**src/rtl/line_burst_engine_pkg.sv**
```systemverilog
// Shared constants and FSM state type for the memory-side line burst engine.
package line_burst_engine_pkg;

    localparam int unsigned LINE_ADDR_W   = 32;
    localparam int unsigned LINE_DATA_W   = 32;
    localparam int unsigned LINE_WORDS    = 16;
    localparam int unsigned LINE_OFFSET_W = 6;
    localparam int unsigned LINE_IDX_W    = $clog2(LINE_WORDS);
    localparam int unsigned LINE_TAG_W    = LINE_ADDR_W - LINE_OFFSET_W;

    typedef enum logic [2:0] {
        ST_IDLE,
        ST_CMD,
        ST_WDATA,
        ST_RDATA,
        ST_DONE
    } lbe_state_e;

endpackage

```
**src/rtl/line_burst_engine_if.sv**
```systemverilog
// Request, cache-array and main-memory signals of the line burst engine.
// master = engine side, slave = controller / memory / testbench side.
interface line_burst_engine_if #(
    parameter int unsigned ADDR_W = 32,
    parameter int unsigned DATA_W = 32,
    parameter int unsigned IDX_W  = 4
);
    logic              req_valid;
    logic              req_ready;
    logic              req_write;
    logic [ADDR_W-1:0] req_addr;

    logic [IDX_W-1:0]  wb_word_idx;
    logic [DATA_W-1:0] wb_data;
    logic              fill_valid;
    logic [IDX_W-1:0]  fill_idx;
    logic [DATA_W-1:0] fill_data;
    logic              done;
    logic              err;

    logic              mem_cmd_valid;
    logic              mem_cmd_ready;
    logic              mem_cmd_write;
    logic [ADDR_W-1:0] mem_cmd_addr;
    logic              mem_wdata_valid;
    logic              mem_wdata_ready;
    logic [DATA_W-1:0] mem_wdata;
    logic              mem_wlast;
    logic              mem_rdata_valid;
    logic [DATA_W-1:0] mem_rdata;
    logic              mem_rlast;

    modport master (
        input  req_valid, req_write, req_addr, wb_data,
               mem_cmd_ready, mem_wdata_ready, mem_rdata_valid, mem_rdata, mem_rlast,
        output req_ready, wb_word_idx, fill_valid, fill_idx, fill_data, done, err,
               mem_cmd_valid, mem_cmd_write, mem_cmd_addr,
               mem_wdata_valid, mem_wdata, mem_wlast
    );

    modport slave (
        output req_valid, req_write, req_addr, wb_data,
               mem_cmd_ready, mem_wdata_ready, mem_rdata_valid, mem_rdata, mem_rlast,
        input  req_ready, wb_word_idx, fill_valid, fill_idx, fill_data, done, err,
               mem_cmd_valid, mem_cmd_write, mem_cmd_addr,
               mem_wdata_valid, mem_wdata, mem_wlast
    );

endinterface

```
**src/rtl/line_burst_engine_beat_counter.sv**
```systemverilog
// Wrapping beat counter shared by the write and read data phases.
module beat_counter #(
    parameter int unsigned WIDTH = 4
) (
    input  logic             clk,
    input  logic             rst_b,
    input  logic             clear_i,
    input  logic             en_i,
    output logic [WIDTH-1:0] count_o,
    output logic             last_o
);

    logic [WIDTH-1:0] count_q;
    logic [WIDTH-1:0] count_d;

    always_comb begin
        count_d = count_q;
        if (clear_i) begin
            count_d = '0;
        end else if (en_i) begin
            count_d = count_q + 1'b1;
        end
    end

    always_ff @(posedge clk or negedge rst_b) begin
        if (!rst_b) begin
            count_q <= '0;
        end else begin
            count_q <= count_d;
        end
    end

    assign count_o = count_q;
    // Line length is a power of two, so the final beat is the all-ones count.
    assign last_o  = &count_q;

endmodule

```
**src/rtl/line_burst_engine.sv**
```systemverilog
// Turns one line refill or writeback request into a fixed-length memory burst,
// streaming refill words to the cache array and fetching writeback words from it.
module line_burst_engine
    import line_burst_engine_pkg::*;
#(
    parameter int unsigned ADDR_W         = LINE_ADDR_W,
    parameter int unsigned DATA_W         = LINE_DATA_W,
    parameter int unsigned WORDS_PER_LINE = LINE_WORDS,
    parameter int unsigned OFFSET_W       = LINE_OFFSET_W
) (
    input logic                  clk,
    input logic                  rst_b,
    line_burst_engine_if.master  bus
);

    localparam int unsigned IDX_W = $clog2(WORDS_PER_LINE);
    localparam logic [ADDR_W-1:0] OFFSET_MASK = ADDR_W'((64'd1 << OFFSET_W) - 64'd1);

    lbe_state_e        state_q;
    logic              req_ready_q;
    logic              cmd_valid_q;
    logic              cmd_write_q;
    logic [ADDR_W-1:0] cmd_addr_q;
    logic              wdata_valid_q;
    logic              fill_valid_q;
    logic [IDX_W-1:0]  fill_idx_q;
    logic [DATA_W-1:0] fill_data_q;
    logic              done_q;
    logic              err_q;

    logic [IDX_W-1:0]  beat;
    logic              beat_last;
    logic              cmd_hs;
    logic              wbeat_hs;
    logic              rbeat_hs;

    assign cmd_hs   = (state_q == ST_CMD)   && bus.mem_cmd_ready;
    assign wbeat_hs = (state_q == ST_WDATA) && bus.mem_wdata_ready;
    assign rbeat_hs = (state_q == ST_RDATA) && bus.mem_rdata_valid;

    beat_counter #(
        .WIDTH (IDX_W)
    ) u_beat (
        .clk     (clk),
        .rst_b   (rst_b),
        .clear_i (cmd_hs),
        .en_i    (wbeat_hs || rbeat_hs),
        .count_o (beat),
        .last_o  (beat_last)
    );

    always_ff @(posedge clk or negedge rst_b) begin
        if (!rst_b) begin
            state_q       <= ST_IDLE;
            req_ready_q   <= 1'b1;
            cmd_valid_q   <= 1'b0;
            cmd_write_q   <= 1'b0;
            cmd_addr_q    <= '0;
            wdata_valid_q <= 1'b0;
            fill_valid_q  <= 1'b0;
            fill_idx_q    <= '0;
            fill_data_q   <= '0;
            done_q        <= 1'b0;
            err_q         <= 1'b0;
        end else begin
            done_q       <= 1'b0;
            fill_valid_q <= 1'b0;
            case (state_q)
                ST_IDLE: begin
                    if (bus.req_valid) begin
                        state_q     <= ST_CMD;
                        req_ready_q <= 1'b0;
                        cmd_valid_q <= 1'b1;
                        cmd_write_q <= bus.req_write;
                        cmd_addr_q  <= bus.req_addr & ~OFFSET_MASK;
                        err_q       <= 1'b0;
                    end
                end
                ST_CMD: begin
                    if (bus.mem_cmd_ready) begin
                        cmd_valid_q <= 1'b0;
                        if (cmd_write_q) begin
                            state_q       <= ST_WDATA;
                            wdata_valid_q <= 1'b1;
                        end else begin
                            state_q <= ST_RDATA;
                        end
                    end
                end
                ST_WDATA: begin
                    if (bus.mem_wdata_ready && beat_last) begin
                        state_q       <= ST_DONE;
                        wdata_valid_q <= 1'b0;
                        done_q        <= 1'b1;
                    end
                end
                ST_RDATA: begin
                    if (bus.mem_rdata_valid) begin
                        fill_valid_q <= 1'b1;
                        fill_idx_q   <= beat;
                        fill_data_q  <= bus.mem_rdata;
                        // rlast is only checked; the beat count alone ends the burst.
                        if (bus.mem_rlast != beat_last) begin
                            err_q <= 1'b1;
                        end
                        if (beat_last) begin
                            state_q <= ST_DONE;
                            done_q  <= 1'b1;
                        end
                    end
                end
                ST_DONE: begin
                    state_q     <= ST_IDLE;
                    req_ready_q <= 1'b1;
                end
                default: begin
                    state_q     <= ST_IDLE;
                    req_ready_q <= 1'b1;
                end
            endcase
        end
    end

    assign bus.req_ready       = req_ready_q;
    assign bus.mem_cmd_valid   = cmd_valid_q;
    assign bus.mem_cmd_write   = cmd_write_q;
    assign bus.mem_cmd_addr    = cmd_addr_q;
    assign bus.mem_wdata_valid = wdata_valid_q;
    assign bus.wb_word_idx     = wdata_valid_q ? beat : '0;
    assign bus.mem_wdata       = wdata_valid_q ? bus.wb_data : '0;
    assign bus.mem_wlast       = wdata_valid_q && beat_last;
    assign bus.fill_valid      = fill_valid_q;
    assign bus.fill_idx        = fill_idx_q;
    assign bus.fill_data       = fill_data_q;
    assign bus.done            = done_q;
    assign bus.err             = err_q;

endmodule

```
**src/flat_wrapper.sv**
```systemverilog
// flat-port wrapper written by rule: the top's interface ports become plain ports
module line_burst_engine_flat import line_burst_engine_pkg::*;
#(
    parameter int unsigned ADDR_W         = LINE_ADDR_W,
    parameter int unsigned DATA_W         = LINE_DATA_W,
    parameter int unsigned WORDS_PER_LINE = LINE_WORDS,
    parameter int unsigned OFFSET_W       = LINE_OFFSET_W
)
  (clk, rst_b, bus_req_valid, bus_req_write, bus_req_addr, bus_wb_data, bus_mem_cmd_ready, bus_mem_wdata_ready, bus_mem_rdata_valid, bus_mem_rdata, bus_mem_rlast, bus_req_ready, bus_wb_word_idx, bus_fill_valid, bus_fill_idx, bus_fill_data, bus_done, bus_err, bus_mem_cmd_valid, bus_mem_cmd_write, bus_mem_cmd_addr, bus_mem_wdata_valid, bus_mem_wdata, bus_mem_wlast);
  line_burst_engine_if #(.ADDR_W(ADDR_W), .DATA_W(DATA_W)) bus_i ();
  input logic clk;
  input logic rst_b;
  input wire logic [$bits(bus_i.req_valid)-1:0] bus_req_valid;
  input wire logic [$bits(bus_i.req_write)-1:0] bus_req_write;
  input wire logic [$bits(bus_i.req_addr)-1:0] bus_req_addr;
  input wire logic [$bits(bus_i.wb_data)-1:0] bus_wb_data;
  input wire logic [$bits(bus_i.mem_cmd_ready)-1:0] bus_mem_cmd_ready;
  input wire logic [$bits(bus_i.mem_wdata_ready)-1:0] bus_mem_wdata_ready;
  input wire logic [$bits(bus_i.mem_rdata_valid)-1:0] bus_mem_rdata_valid;
  input wire logic [$bits(bus_i.mem_rdata)-1:0] bus_mem_rdata;
  input wire logic [$bits(bus_i.mem_rlast)-1:0] bus_mem_rlast;
  output wire logic [$bits(bus_i.req_ready)-1:0] bus_req_ready;
  output wire logic [$bits(bus_i.wb_word_idx)-1:0] bus_wb_word_idx;
  output wire logic [$bits(bus_i.fill_valid)-1:0] bus_fill_valid;
  output wire logic [$bits(bus_i.fill_idx)-1:0] bus_fill_idx;
  output wire logic [$bits(bus_i.fill_data)-1:0] bus_fill_data;
  output wire logic [$bits(bus_i.done)-1:0] bus_done;
  output wire logic [$bits(bus_i.err)-1:0] bus_err;
  output wire logic [$bits(bus_i.mem_cmd_valid)-1:0] bus_mem_cmd_valid;
  output wire logic [$bits(bus_i.mem_cmd_write)-1:0] bus_mem_cmd_write;
  output wire logic [$bits(bus_i.mem_cmd_addr)-1:0] bus_mem_cmd_addr;
  output wire logic [$bits(bus_i.mem_wdata_valid)-1:0] bus_mem_wdata_valid;
  output wire logic [$bits(bus_i.mem_wdata)-1:0] bus_mem_wdata;
  output wire logic [$bits(bus_i.mem_wlast)-1:0] bus_mem_wlast;
  assign bus_i.req_valid = bus_req_valid;
  assign bus_i.req_write = bus_req_write;
  assign bus_i.req_addr = bus_req_addr;
  assign bus_i.wb_data = bus_wb_data;
  assign bus_i.mem_cmd_ready = bus_mem_cmd_ready;
  assign bus_i.mem_wdata_ready = bus_mem_wdata_ready;
  assign bus_i.mem_rdata_valid = bus_mem_rdata_valid;
  assign bus_i.mem_rdata = bus_mem_rdata;
  assign bus_i.mem_rlast = bus_mem_rlast;
  assign bus_req_ready = bus_i.req_ready;
  assign bus_wb_word_idx = bus_i.wb_word_idx;
  assign bus_fill_valid = bus_i.fill_valid;
  assign bus_fill_idx = bus_i.fill_idx;
  assign bus_fill_data = bus_i.fill_data;
  assign bus_done = bus_i.done;
  assign bus_err = bus_i.err;
  assign bus_mem_cmd_valid = bus_i.mem_cmd_valid;
  assign bus_mem_cmd_write = bus_i.mem_cmd_write;
  assign bus_mem_cmd_addr = bus_i.mem_cmd_addr;
  assign bus_mem_wdata_valid = bus_i.mem_wdata_valid;
  assign bus_mem_wdata = bus_i.mem_wdata;
  assign bus_mem_wlast = bus_i.mem_wlast;
  line_burst_engine #(.ADDR_W(ADDR_W), .DATA_W(DATA_W), .WORDS_PER_LINE(WORDS_PER_LINE), .OFFSET_W(OFFSET_W)) u_core (.clk(clk), .rst_b(rst_b), .bus(bus_i));
endmodule
```
**config.mk**
```make
export PLATFORM = sky130hd
export DESIGN_NAME = line_burst_engine_flat
export DESIGN_NICKNAME = d
export VERILOG_FILES = /design/src/rtl/line_burst_engine_pkg.sv /design/src/rtl/line_burst_engine_if.sv /design/src/rtl/line_burst_engine_beat_counter.sv /design/src/rtl/line_burst_engine.sv /design/src/flat_wrapper.sv
export SDC_FILE = /design/constraint.sdc
export NUM_CORES = 1
export LEC_CHECK = 0
export CORE_MARGIN = 4
export CORE_UTILIZATION = 38
export CTS_BUF_LIST = sky130_fd_sc_hd__clkbuf_4 sky130_fd_sc_hd__clkbuf_8
export DETAILED_ROUTE_END_ITERATION = 7
export GPL_TIMING_DRIVEN = 0
export PLACE_DENSITY = 0.81
export SLEW_MARGIN = 20
export SYNTH_ARGS = -nofsm -noshare
export SYNTH_HDL_FRONTEND = slang
export SYNTH_HIERARCHICAL = 1
export SYNTH_SLANG_ARGS = --single-unit
export TNS_END_PERCENT = 1
```
**constraint.sdc**
```tcl
create_clock -name clk -period 2.05 [get_ports clk]
set_clock_uncertainty 0.05 [all_clocks]
set_input_delay 0.41 -clock clk [delete_from_list [all_inputs] [get_ports clk]]
set_output_delay 0.41 -clock clk [all_outputs]
set_load 0.005 [all_outputs]
```
==> results.md, run 1 <==
## Run status
* completed — result of the run

## Clock tree
* 0.34 ns — worst-skew pair later-pin latency
* 3 — depth of the CTS H-tree
* 0.07 ns — Worst-path clk slew
* 2 — maximum buffer depth of the clock tree
* clkbuf_8 — clock root buffer
* 76 — number of clock sinks seen by CTS
* 9 — Num CTS Buffers
* built — clock tree from TritonCTS

## Critical path
* 5 — number of cells traversed by the worst register-to-register path
* 10 — maximum fanout count along the critical path
* 1.54 ns — arrival time at the worst endpoint
* buffers and inverters — kind of cell adding the most delay to the critical path
* 1.59 ns — required time of the critical path
* primary output — endpoint class of the critical path
* 3 — Crit path depth
* 2 — Buf/Inv on CP
* clkbuf_8 > and2_1 > clkdlybuf4s50_1 — ordered cell list for the critical path
* clkdlybuf4s50_1 — cell with the biggest individual delay on the critical path
* 0.51 ns — peak per-stage delay on the critical path
* reg2out — type of the worst setup path
* flop — category of the worst setup path launch point

## Yosys
* 34 — number of distinct standard cells referenced by the synthesized netlist
* 14.4 µm² — mean post-synth cell area
* 0 — count of flip-flops with a built-in enable after synthesis
* 0.520% — xor and xnor fraction of the mapped netlist area
* multiplexers — largest family of logic cells by synthesized area
* 76 — number of synthesized register bits
* 6 — total of warnings raised by yosys
* dfrtp_1 — dominant cell by count in the synthesized netlist
* 0.00337 mm² — Mapped Area
* 11.1% — share of synthesized cell area in and, or, nand and nor gates
* 24.2% — mux contribution to synthesized area
* 56.5% — sequential cell area fraction in the yosys report
* 2.34% — area fraction in compound gates after synthesis
* dfrtp_1 (56%), mux2_2 (15%), mux2_4 (8.9%) — main area contributors after synthesis
* dfrtp_1 — largest area contributor in the synthesized netlist
* 234 — number of instances in the synthesized netlist
* 100% — share of synthesized flip-flops with an asynchronous set or reset
* 55.7% — portion of synthesized cell area occupied by the leading cell type
* dfrtp_1 — primary flip-flop cell chosen by synthesis mapping
* dfrtp_1 (75), mux2_2 (45), and2_1 (38) — most frequent cells after synthesis
* 0.371% — area share of fa/ha/maj cells after synthesis

## STA
* 0 — Final Hold Fails
* 0 — final setup fails
* 0 — max-slew violation total from the final report
* true — setup repair after global routing missed its margin
* 500 MHz — Max Fclk
* 0.458 ns — smallest hold slack
* 97.6% — final clock period utilization by the worst path
* 2.00 ns — post-route minimum period
* 0.0501 ns — final critical-path setup slack

## Pwr
* 2.58 nW — standby leakage power
* 34.6% — sequential share of power
* 5.50 mW — cell internal pwr
* 1310 mW/mm² — cell area power density
* 14.6% — portion of total power attributed to the clock network
* 2.16 mW — Switch Pwr
* 28.2% — net switching fraction of the power
* 50.8% — combinational share of power
* 0.490 mV — largest vdd supply drop

## Finish
* 0 — Antenna Cells
* 24.7% — layout cells sized above 1
* 0.00583 mm² — Layout Cell Area excl Fill
* 565 — nets
* 642 — fill count
* 73.1% — Area Growth Syn to Fin

## Hold path
* 1 — Cells on Worst Hold Path
* reg2reg — path type of the worst min-delay path

## Floorplanning
* 102 µm — Die W
* 102 µm — height of the die
* 0.00868 mm² — core area
* 34 — Std-Cell Rows
* 0.0104 mm² — die area
* 38.8% — initial cell density of the core
* 216 — number of top-level design ports

## Placed design
* 0.720 — Final Wtd Congestion
* 203 — number of port buffers
* 7.15 mm — detailed placer's ending HPWL
* -0.162 ns — placement-stage worst setup slack
* 0.00557 mm² — cell area after placement

## Global routing
* 0 — antenna violations before repair
* 0 — residual overflow from global routing
* 17.1% — global-route usage over all layers
* 13.8 mm — global-route wire length before repair
* 2774 — vias in the first global route
* 45 — maximum number of pins on one net before global-route repair

## Routing
* 2656 — Via Count
* 9.07 mm — total detailed-routing wirelength
* 56 — DRT iter0 DRCs
* 4.64 — routed vias/inst
* 4 — 1st-pass router iterations
* 15.8 µm — mean routed wirelength per cell
* 0 — final antenna-violating net count
* 0 — DRC violations left

## Run
* 0 — count of max-cap constraint violations

==> layout by cell type, fill, tap and decap left out, types with 2 or more instances in the layout <==
master,count
clkdlybuf4s50_1,181
dfrtp_1,75
mux2_2,45
and2_1,38
dlygate4sd2_1,21
mux2_4,20
buf_4,14
clkbuf_8,12
conb_1,6
inv_1,4
nor2_1,4
buf_6,3
and3_1,3
buf_12,3
a21oi_1,3
clkinv_4,2
clkinv_2,2
o22ai_1,2
xnor2_1,2
nor2b_1,2
==> final cells by class <==
type,count,area (µm²),share of cell area (%)
Timing Repair Buffer,210,2070,35.5
Sequential cell,76,1900,32.6
Multi-Input combinational cell,142,1330,22.8
Buffer,17,180,3.09
Tap cell,108,135,2.32
Clock buffer,10,131,2.25
Clock inverter,6,65.1,1.12
Inverter,4,15.0,0.257
==> state kept, by name (all words and copies together), names as in the netlist <==
name	count
u_core/bus.mem_cmd_addr	26
u_core/u_beat/count_o	4
u_core/bus.fill_data	32
u_core/bus.req_ready	1
u_core/bus.mem_wdata_valid	1
u_core/bus.fill_idx	4
u_core/bus.err	1
u_core/bus.done	1
u_core/bus.fill_valid	1
u_core/bus.mem_cmd_write	1
u_core/bus.mem_cmd_valid	1
u_core/state_q	3
==> repair_timing <==
| item | 4_1_cts | 5_1_grt |
|---|---|---|
| hold buffers | 1 | 0 |
| resized for setup | 34 | 3 |
| setup buffers | 4 | 1 |
| endpoints found under the hold margin | 31 | 0 |
| endpoints found under the setup margin | 37 | 16 |
==> worst register-to-register path, cell delays in order, from the launching register on <==
cell and delay [ns]:
dfrtp_1 0.38, buf_6 0.13, or3b_4 0.43, nor2_8 0.22, buf_12 0.19, mux2_4 0.31
==> layer usage <==
metal,wire (µm),global-route usage (%),part of all wire (%),vias up
li1,-,-,-,1238
met1,3410,19.6,38,1275
met2,4680,30.5,52,141
met3,942,5.87,10,2
met4,46,4.24,0.51,0
met5,0,0,0,-
==> power by group through the flow <==
stage	Clock (mW)	Combinational (mW)	Sequential [mW]
finish	1.12	3.90	2.65
global placement	0	3.80	2.66
CTS	1.16	3.95	2.66
detailed placement	0	3.87	2.70
global route	1.24	4.20	2.75
floorplan	0	1.55	2.70
==> metrics by stage <==
step,power [mW],utilization (%),instances,TNS (ns)
after global placement,6.46,64.0,550,-161.32
after global routing,8.19,67.2,573,-0.0828
after CTS,7.76,67.1,572,0
after floorplan,4.26,-,239,0
final,7.67,67.2,573,0
after detailed placement,6.57,64.2,551,-5.14
==> worst paths after layout <==
| kind | startpoint | endpoint | slack [ns] |
|---|---|---|---|
| max reg2reg | u_core/state_q[0]$_DFFE_PN0P_ | u_core/bus.mem_cmd_addr[15]$_DFFE_PN0P_ | 0.23 |
| max in group asynchronous | rst_b | u_core/bus.fill_idx[3]$_DFFE_PN0P_ | 0.84 |
| min in group asynchronous | rst_b | u_core/bus.mem_cmd_addr[14]$_DFFE_PN0P_ | 0.51 |
| min | u_core/bus.fill_data[19]$_DFFE_PN0P_ | u_core/bus.fill_data[19]$_DFFE_PN0P_ | 0.46 |
| max | u_core/bus.mem_wdata_valid$_DFFE_PN0P_ | bus_mem_wdata[29] | 0.05 |
| min reg2reg | u_core/bus.fill_data[19]$_DFFE_PN0P_ | u_core/bus.fill_data[19]$_DFFE_PN0P_ | 0.46 |
==> cell families after synthesis <==
| kind of cell | count (synthesis) |
|---|---|
| DFF | 76 |
| muxes | 66 |
| and+or+nand+nor | 57 |
| buffers and inverters | 21 |
| AOI/OAI and AO/OA | 10 |
| xor gates and xnor gates | 2 |
| adders and majority gates | 1 |
| other | 1 |
(Power assumes the default switching activity.)
==> inputs of run 2 (changes only) <==
--- a/config.mk
+++ b/config.mk
@@ -11,6 +11,7 @@
 export DETAILED_ROUTE_END_ITERATION = 7
 export GPL_TIMING_DRIVEN = 0
 export PLACE_DENSITY = 0.81
+export SETUP_SLACK_MARGIN = 0.2
 export SLEW_MARGIN = 20
 export SYNTH_ARGS = -nofsm -noshare
 export SYNTH_HDL_FRONTEND = slang
==> results.md, run 2 (synthesis gave the netlist of run 1 again) <==
## Critical path
* buffers and inverters — kind of cell adding the most delay to the critical path
* primary output — endpoint class of the critical path
* clkbuf_8 > buf_4 > and2_1 > dlygate4sd2_1 — ordered cell list for the critical path
* u_core/bus.mem_cmd_addr[15]$_DFFE_PN0P_ — RR Endpoint
* u_core/state_q[0]$_DFFE_PN0P_ — critical register-to-register path startpoint
* 4 — Crit path depth, +1
* 0.22 ns — internal reg-to-reg setup slack, about the same
* 3 — Buf/Inv on CP, +1
* 1.43 ns — arrival time at the worst endpoint, -0.11 ns
* 5 — number of cells traversed by the worst register-to-register path, unchanged
* 5 — maximum fanout count along the critical path, -5
* flop — category of the worst setup path launch point
* dfrtp_1 — cell with the biggest individual delay on the critical path
* 0.40 ns — peak per-stage delay on the critical path, -0.11 ns
* 1.59 ns — required time of the critical path, about the same
* reg2out — type of the worst setup path

## Clock tree
* 9 — Num CTS Buffers, unchanged
* clkbuf_8 — clock root buffer
* 0.07 ns — Worst-path clk slew, about the same
* 0.34 ns — worst-skew pair later-pin latency, about the same
* 3 — depth of the CTS H-tree, unchanged
* 2 — maximum buffer depth of the clock tree, unchanged
* 76 — number of clock sinks seen by CTS, unchanged
* built — clock tree from TritonCTS

## Global routing
* 0 — antenna violations before repair, unchanged
* 45 — maximum number of pins on one net before global-route repair, unchanged
* 2811 — vias in the first global route, +1.3%
* 14.0 mm — global-route wire length before repair, +1.1%
* 17.3% — global-route usage over all layers, +0.17 points
* 0 — residual overflow from global routing, unchanged

## STA
* true — setup repair after global routing missed its margin
* 529 MHz — Max Fclk, +5.7%
* 0 — max-slew violation total from the final report, unchanged
* 0 — final setup fails, unchanged
* 1.89 ns — post-route minimum period, -0.108 ns
* 0 — Final Hold Fails, unchanged
* 92.3% — final clock period utilization by the worst path, -5.3 points
* 0.158 ns — final critical-path setup slack, +0.108 ns

## Finish
* 32 — max reg flops, unchanged
* 645 — fill count, +0.47%
* clkdlybuf4s50_1 (165), dfrtp_1 (75), mux2_2 (45) — leading cell types in the layout, fill and taps excluded
* 0 — Antenna Cells, unchanged
* 569 — nets, +0.71%
* clkdlybuf4s50_1 — most frequent standard cell in the layout excluding fill and tap cells
* 27.9% — layout cells sized above 1, +3.2 points
* 72.3% — Area Growth Syn to Fin

## Routing
* 38 — DRT iter0 DRCs, -32%
* 4 — 1st-pass router iterations, unchanged
* 9.10 mm — total detailed-routing wirelength, +0.30%
* 2655 — Via Count, -0.038%
* 0 — final antenna-violating net count, unchanged
* 0 — DRC violations left, unchanged
* 15.8 µm — mean routed wirelength per cell, -0.40%
* 4.60 — routed vias/inst, -0.73%

## Pwr
* 0.485 mV — largest vdd supply drop, -1.1%
* 1320 mW/mm² — cell area power density, +0.26%
* 2.63 nW — standby leakage power, +1.9%
* 7.65 mW — post-route total power, -0.19%

## Run status
* completed — result of the run

## Floorplanning
* 0.00868 mm² — core area, unchanged
* 34 — Std-Cell Rows, unchanged
* 216 — number of top-level design ports, unchanged
* 0.0104 mm² — die area, unchanged
* 102 µm — height of the die, unchanged
* 102 µm — Die W, unchanged
* 38.8% — initial cell density of the core, unchanged

## Run
* 0 — count of max-cap constraint violations, unchanged

## Hold path
* reg2reg — path type of the worst min-delay path
* u_core/bus.fill_data[19]$_DFFE_PN0P_ — end point of the most critical hold path
* 1 — Cells on Worst Hold Path, unchanged
* u_core/bus.fill_data[19]$_DFFE_PN0P_ — launch point of the worst hold path

## Placed design
* 203 — number of port buffers, unchanged
* -0.162 ns — placement-stage worst setup slack, unchanged
* 0.720 — Final Wtd Congestion, unchanged
* 7.15 mm — detailed placer's ending HPWL, unchanged

-- run 2: changes by cell type in the layout (fill, tap and decap cells not counted), sizes merged --
cell / before / now
clkdlybuf4s50: 181 / 165
buf: 21 / 32
clkbuf: 13 / 17
dlygate4sd2: 21 / 24
clkdlybuf4s15: 0 / 2
-- run 2: stage by stage --
stage	setup TNS, ns	area (µm²)	instances	hold slack (ns)	util (%)
2_1_floorplan	0	3390	239	0.0644	-
3_3_place_gp	-161.32	5560	550	0.436	64.0
3_5_place_dp	-5.14	5570	551	0.337	64.2
4_1_cts	0	5810	576	0.458	67.0
5_1_grt	0	5810	577	0.470	66.9
6_report	0	5810	577	0.458	66.9
-- run 2: per-layer routing --
metal | global-route usage (%) | up-vias | routed length, µm
met2 | 31.0 | 139 | 4700
met3 | 5.53 | 2 | 918
li1 | - | 1247 | -
met5 | 0 | - | 0
met4 | 4.24 | 0 | 46
met1 | 19.9 | 1267 | 3440
-- run 2: area by class of cell --
cell class / instances / area [µm²] / area share (%)
plain buffers: 17 / 180 / 3.10
clock inverters: 6 / 65.1 / 1.12
flip-flops and latches: 76 / 1900 / 32.8
well taps: 108 / 135 / 2.33
clock buffers: 10 / 131 / 2.26
inverters: 4 / 15.0 / 0.259
multi-input cells: 142 / 1330 / 23.0
repair buffers: 214 / 2040 / 35.2
-- run 2: where the power goes --
| part | switching, mW | leakage, nW | internal (mW) |
|---|---|---|---|
| sequential | 0.406 | 0.906 | 2.24 |
| clock | 0.550 | 0.0996 | 0.576 |
| combinational | 1.22 | 1.62 | 2.66 |
-- run 2: worst max path at each step --
stage	from	end	slack, ns
after floorplan	u_core/state_q[0]$_DFFE_PN0P_	u_core/bus.mem_cmd_addr[10]$_DFFE_PN0P_	0.33
after global placement	rst_b	u_core/bus.fill_idx[1]$_DFFE_PN0P_	-2.09
after detailed placement	u_core/bus.mem_wdata_valid$_DFFE_PN0P_	bus_mem_wdata[24]	-0.16
after CTS	u_core/u_beat/count_o[0]$_DFFE_PN0P_	bus_mem_wlast	0.09
after global routing	u_core/bus.mem_wdata_valid$_DFFE_PN0P_	bus_mem_wdata[10]	0.09
final	u_core/bus.mem_wdata_valid$_DFFE_PN0P_	bus_mem_wdata[28]	0.16
-- run 2: what timing repair did --
action / CTS / global route
gates resized for setup: 76 / 8
endpoints found under the setup margin: 38 / 56
setup buffers: 8 / 1
hold buffers: 1 / 0
hold endpoints to repair: 31 / 0
==> inputs of run 3 (changes only) <==
--- a/config.mk
+++ b/config.mk
@@ -5,12 +5,12 @@
 export SDC_FILE = /design/constraint.sdc
 export NUM_CORES = 1
 export LEC_CHECK = 0
-export CORE_MARGIN = 4
 export CORE_UTILIZATION = 38
 export CTS_BUF_LIST = sky130_fd_sc_hd__clkbuf_4 sky130_fd_sc_hd__clkbuf_8
 export DETAILED_ROUTE_END_ITERATION = 7
 export GPL_TIMING_DRIVEN = 0
 export PLACE_DENSITY = 0.81
+export RECOVER_POWER = 100
 export SETUP_SLACK_MARGIN = 0.2
 export SLEW_MARGIN = 20
 export SYNTH_ARGS = -nofsm -noshare
==> results.md, run 3 (synthesis gave the netlist of run 1 again) <==
## Floorplanning
* 40.2% — initial cell density of the core, +1.4 points
* 216 — number of top-level design ports, unchanged
* 0.00838 mm² — core area, -3.4%
* 33 — Std-Cell Rows, -2.9%
* 0.00925 mm² — die area, -11%
* 96.2 µm — Die W, -5.9%
* 96.2 µm — height of the die, -5.9%

## Clock tree
* built — clock tree from TritonCTS
* 9 — Num CTS Buffers, unchanged
* 3 — depth of the CTS H-tree, unchanged
* 76 — number of clock sinks seen by CTS, unchanged
* 2 — maximum buffer depth of the clock tree, unchanged
* clkbuf_8 — clock root buffer
* 0.08 ns — Worst-path clk slew, about the same
* 0.33 ns — worst-skew pair later-pin latency, about the same

## Pwr
* 48.4% — combinational share of power, -2.3 points
* 2.11 mW — Switch Pwr, -3.0%
* 0.619 mV — largest vdd supply drop, +28%
* 7.49 mW — post-route total power, -2.2%
* 2.64 nW — standby leakage power, +0.24%
* 34.8% — sequential share of power, +0.2 points
* 1280 mW/mm² — cell area power density, -2.8%
* 5.37 mW — cell internal pwr, -1.9%
* 28.2% — net switching fraction of the power, -0.22 points
* 16.8% — portion of total power attributed to the clock network, +2.1 points

## STA
* 512 MHz — Max Fclk, -3.2%
* 0 ns — summed negative setup slack over all endpoints, unchanged
* 1.95 ns — post-route minimum period, +0.0619 ns
* 0 — max-slew violation total from the final report, unchanged
* 0.432 ns — smallest hold slack, -0.0261 ns
* true — setup repair after global routing missed its margin
* 95.3% — final clock period utilization by the worst path, +3.0 points
* 0.0960 ns — final critical-path setup slack, -0.0619 ns
* 34.5% — worst slew margin relative to its limit
* 0 — Final Hold Fails, unchanged
* 0.983 ns — transition time of the tightest slew-check pin
* 0 — final setup fails, unchanged

## Routing
* 8.96 mm — total detailed-routing wirelength, -1.5%
* 0 — DRC violations left, unchanged
* 4.68 — routed vias/inst, +1.6%
* 15.6 µm — mean routed wirelength per cell, -1.2%
* 0 — final antenna-violating net count, unchanged
* 32 — DRT iter0 DRCs, -16%
* 4 — 1st-pass router iterations, unchanged
* 2689 — Via Count, +1.3%

## Finish
* 575 — Non-Filler Instances, -0.35%
* clkdlybuf4s50_1 (96), dfrtp_1 (73), dlygate4sd3_1 (68) — leading cell types in the layout, fill and taps excluded
* 0.00584 mm² — Layout Cell Area excl Fill, +0.62%
* 73.4% — Area Growth Syn to Fin
* 32 — max reg flops, unchanged
* clkdlybuf4s50_1 — most frequent standard cell in the layout excluding fill and tap cells
* 26.7% — layout cells sized above 1, -1.2 points
* 69.7% — end-of-flow core utilization, +2.8 points
* 569 — nets, unchanged

## Critical path
* 2.12 ns — arrival time at the worst endpoint, +0.69 ns
* in2reg — type of the worst setup path
* clkdlybuf4s50_1 > or3b_1 > nor2_8 > buf_12 > mux2_1 — ordered cell list for the critical path
* 10 — maximum fanout count along the critical path, +5
* 0.46 ns — peak per-stage delay on the critical path, +0.06 ns
* clkdlybuf4s50_1 — cell with the biggest individual delay on the critical path
* flop — endpoint class of the critical path
* 2.22 ns — required time of the critical path, +0.63 ns
* simple AND/OR/NAND/NOR gates — kind of cell adding the most delay to the critical path
* input port — category of the worst setup path launch point
* 2 — Buf/Inv on CP, -1

## Placed design
* 0.00557 mm² — cell area after placement, about the same
* -0.143 ns — placement-stage worst setup slack, +0.0185 ns
* 6.81 mm — detailed placer's ending HPWL, -4.8%
* 203 — number of port buffers, unchanged
* 548 — DP Cell Count, -0.54%
* 0.797 — Final Wtd Congestion, +11%

## Global routing
* 2 — antenna violations before repair, +2
* 40 — maximum number of pins on one net before global-route repair, -11%
* 13.4 mm — global-route wire length before repair, -4.3%
* 2730 — vias in the first global route, -2.9%
* 0 — residual overflow from global routing, unchanged
* 19.6% — global-route usage over all layers, +2.3 points

## Run
* 0 — count of max-cap constraint violations, unchanged

## Hold path
* reg2reg — path type of the worst min-delay path

## Run status
* completed — result of the run

## run 3: cell count changes in the layout (fill, tap and decap cells not counted), moves of 13 or more
cell and delta:
mux2_4 -13, and2_1 -23, and2_0 +21, buf_6 +23, dlygate4sd3_1 +67, mux2_1 +14, clkdlybuf4s50_1 -69, dlygate4sd2_1 -14
## run 3: what timing repair did
action / CTS / global route
gates resized for setup: 159 / 21
endpoints found under the hold margin: 19 / 0
setup endpoints to repair: 38 / 58
hold buffers: 1 / 0
buffers inserted: 8 / 1
pin swaps: 12 / 13
## run 3: layer usage
layer / up-vias / global-route usage (%) / part of all wire, %
li1: 1252 / - / -
met1: 1276 / 20.5 / 34
met2: 146 / 35.2 / 53
met3: 15 / 5.77 / 10
met4: 0 / 10.3 / 2.5
met5: - / 0 / 0
## run 3: power by group through the flow
| stage | registers, mW | logic [mW] | clock network (mW) |
|---|---|---|---|
| final | 2.60 | 3.62 | 1.26 |
| after global routing | 2.70 | 3.93 | 1.36 |
| after CTS | 2.65 | 4.09 | 1.31 |
| after detailed placement | 2.68 | 3.84 | 0 |
| after global placement | 2.65 | 3.77 | 0 |
| after floorplan | 2.70 | 1.55 | 0 |
## run 3: cell type report
| class | count | area, µm² |
|---|---|---|
| well taps | 105 | 131 |
| diodes | 2 | 5.00 |
| plain buffers | 17 | 189 |
| repair buffers | 214 | 2100 |
| flip-flops and latches | 76 | 1910 |
| fillers | 604 | 2540 |
| clock inverters | 4 | 72.6 |
| multi-input cells | 142 | 1270 |
| clock buffers | 11 | 151 |
| inverters | 4 | 15.0 |
## run 3: worst register-to-register path, delay by kind of cell (launching register included)
family / cells / cell delay (ns)
and+or+nand+nor: 2 / 0.74
DFF: 1 / 0.38
buffers and inverters: 2 / 0.31
muxes: 1 / 0.34
## run 3: final timing paths
check | startpoint | to | slack (ns) | depth (start not counted)
setup / recovery | bus_req_valid | u_core/bus.mem_cmd_addr[14]$_DFFE_PN0P_ | 0.1 | 5
hold / removal | u_core/bus.mem_cmd_addr[18]$_DFFE_PN0P_ | u_core/bus.mem_cmd_addr[18]$_DFFE_PN0P_ | 0.43 | 1
setup reg to reg | u_core/state_q[0]$_DFFE_PN0P_ | u_core/bus.mem_cmd_addr[14]$_DFFE_PN0P_ | 0.12 | 5
hold reg to reg | u_core/bus.mem_cmd_addr[18]$_DFFE_PN0P_ | u_core/bus.mem_cmd_addr[18]$_DFFE_PN0P_ | 0.43 | 1
max in group asynchronous | rst_b | u_core/u_beat/count_o[0]$_DFFE_PN0P_ | 0.35 | 3
min in group asynchronous | rst_b | u_core/bus.fill_data[19]$_DFFE_PN0P_ | 0.72 | 2
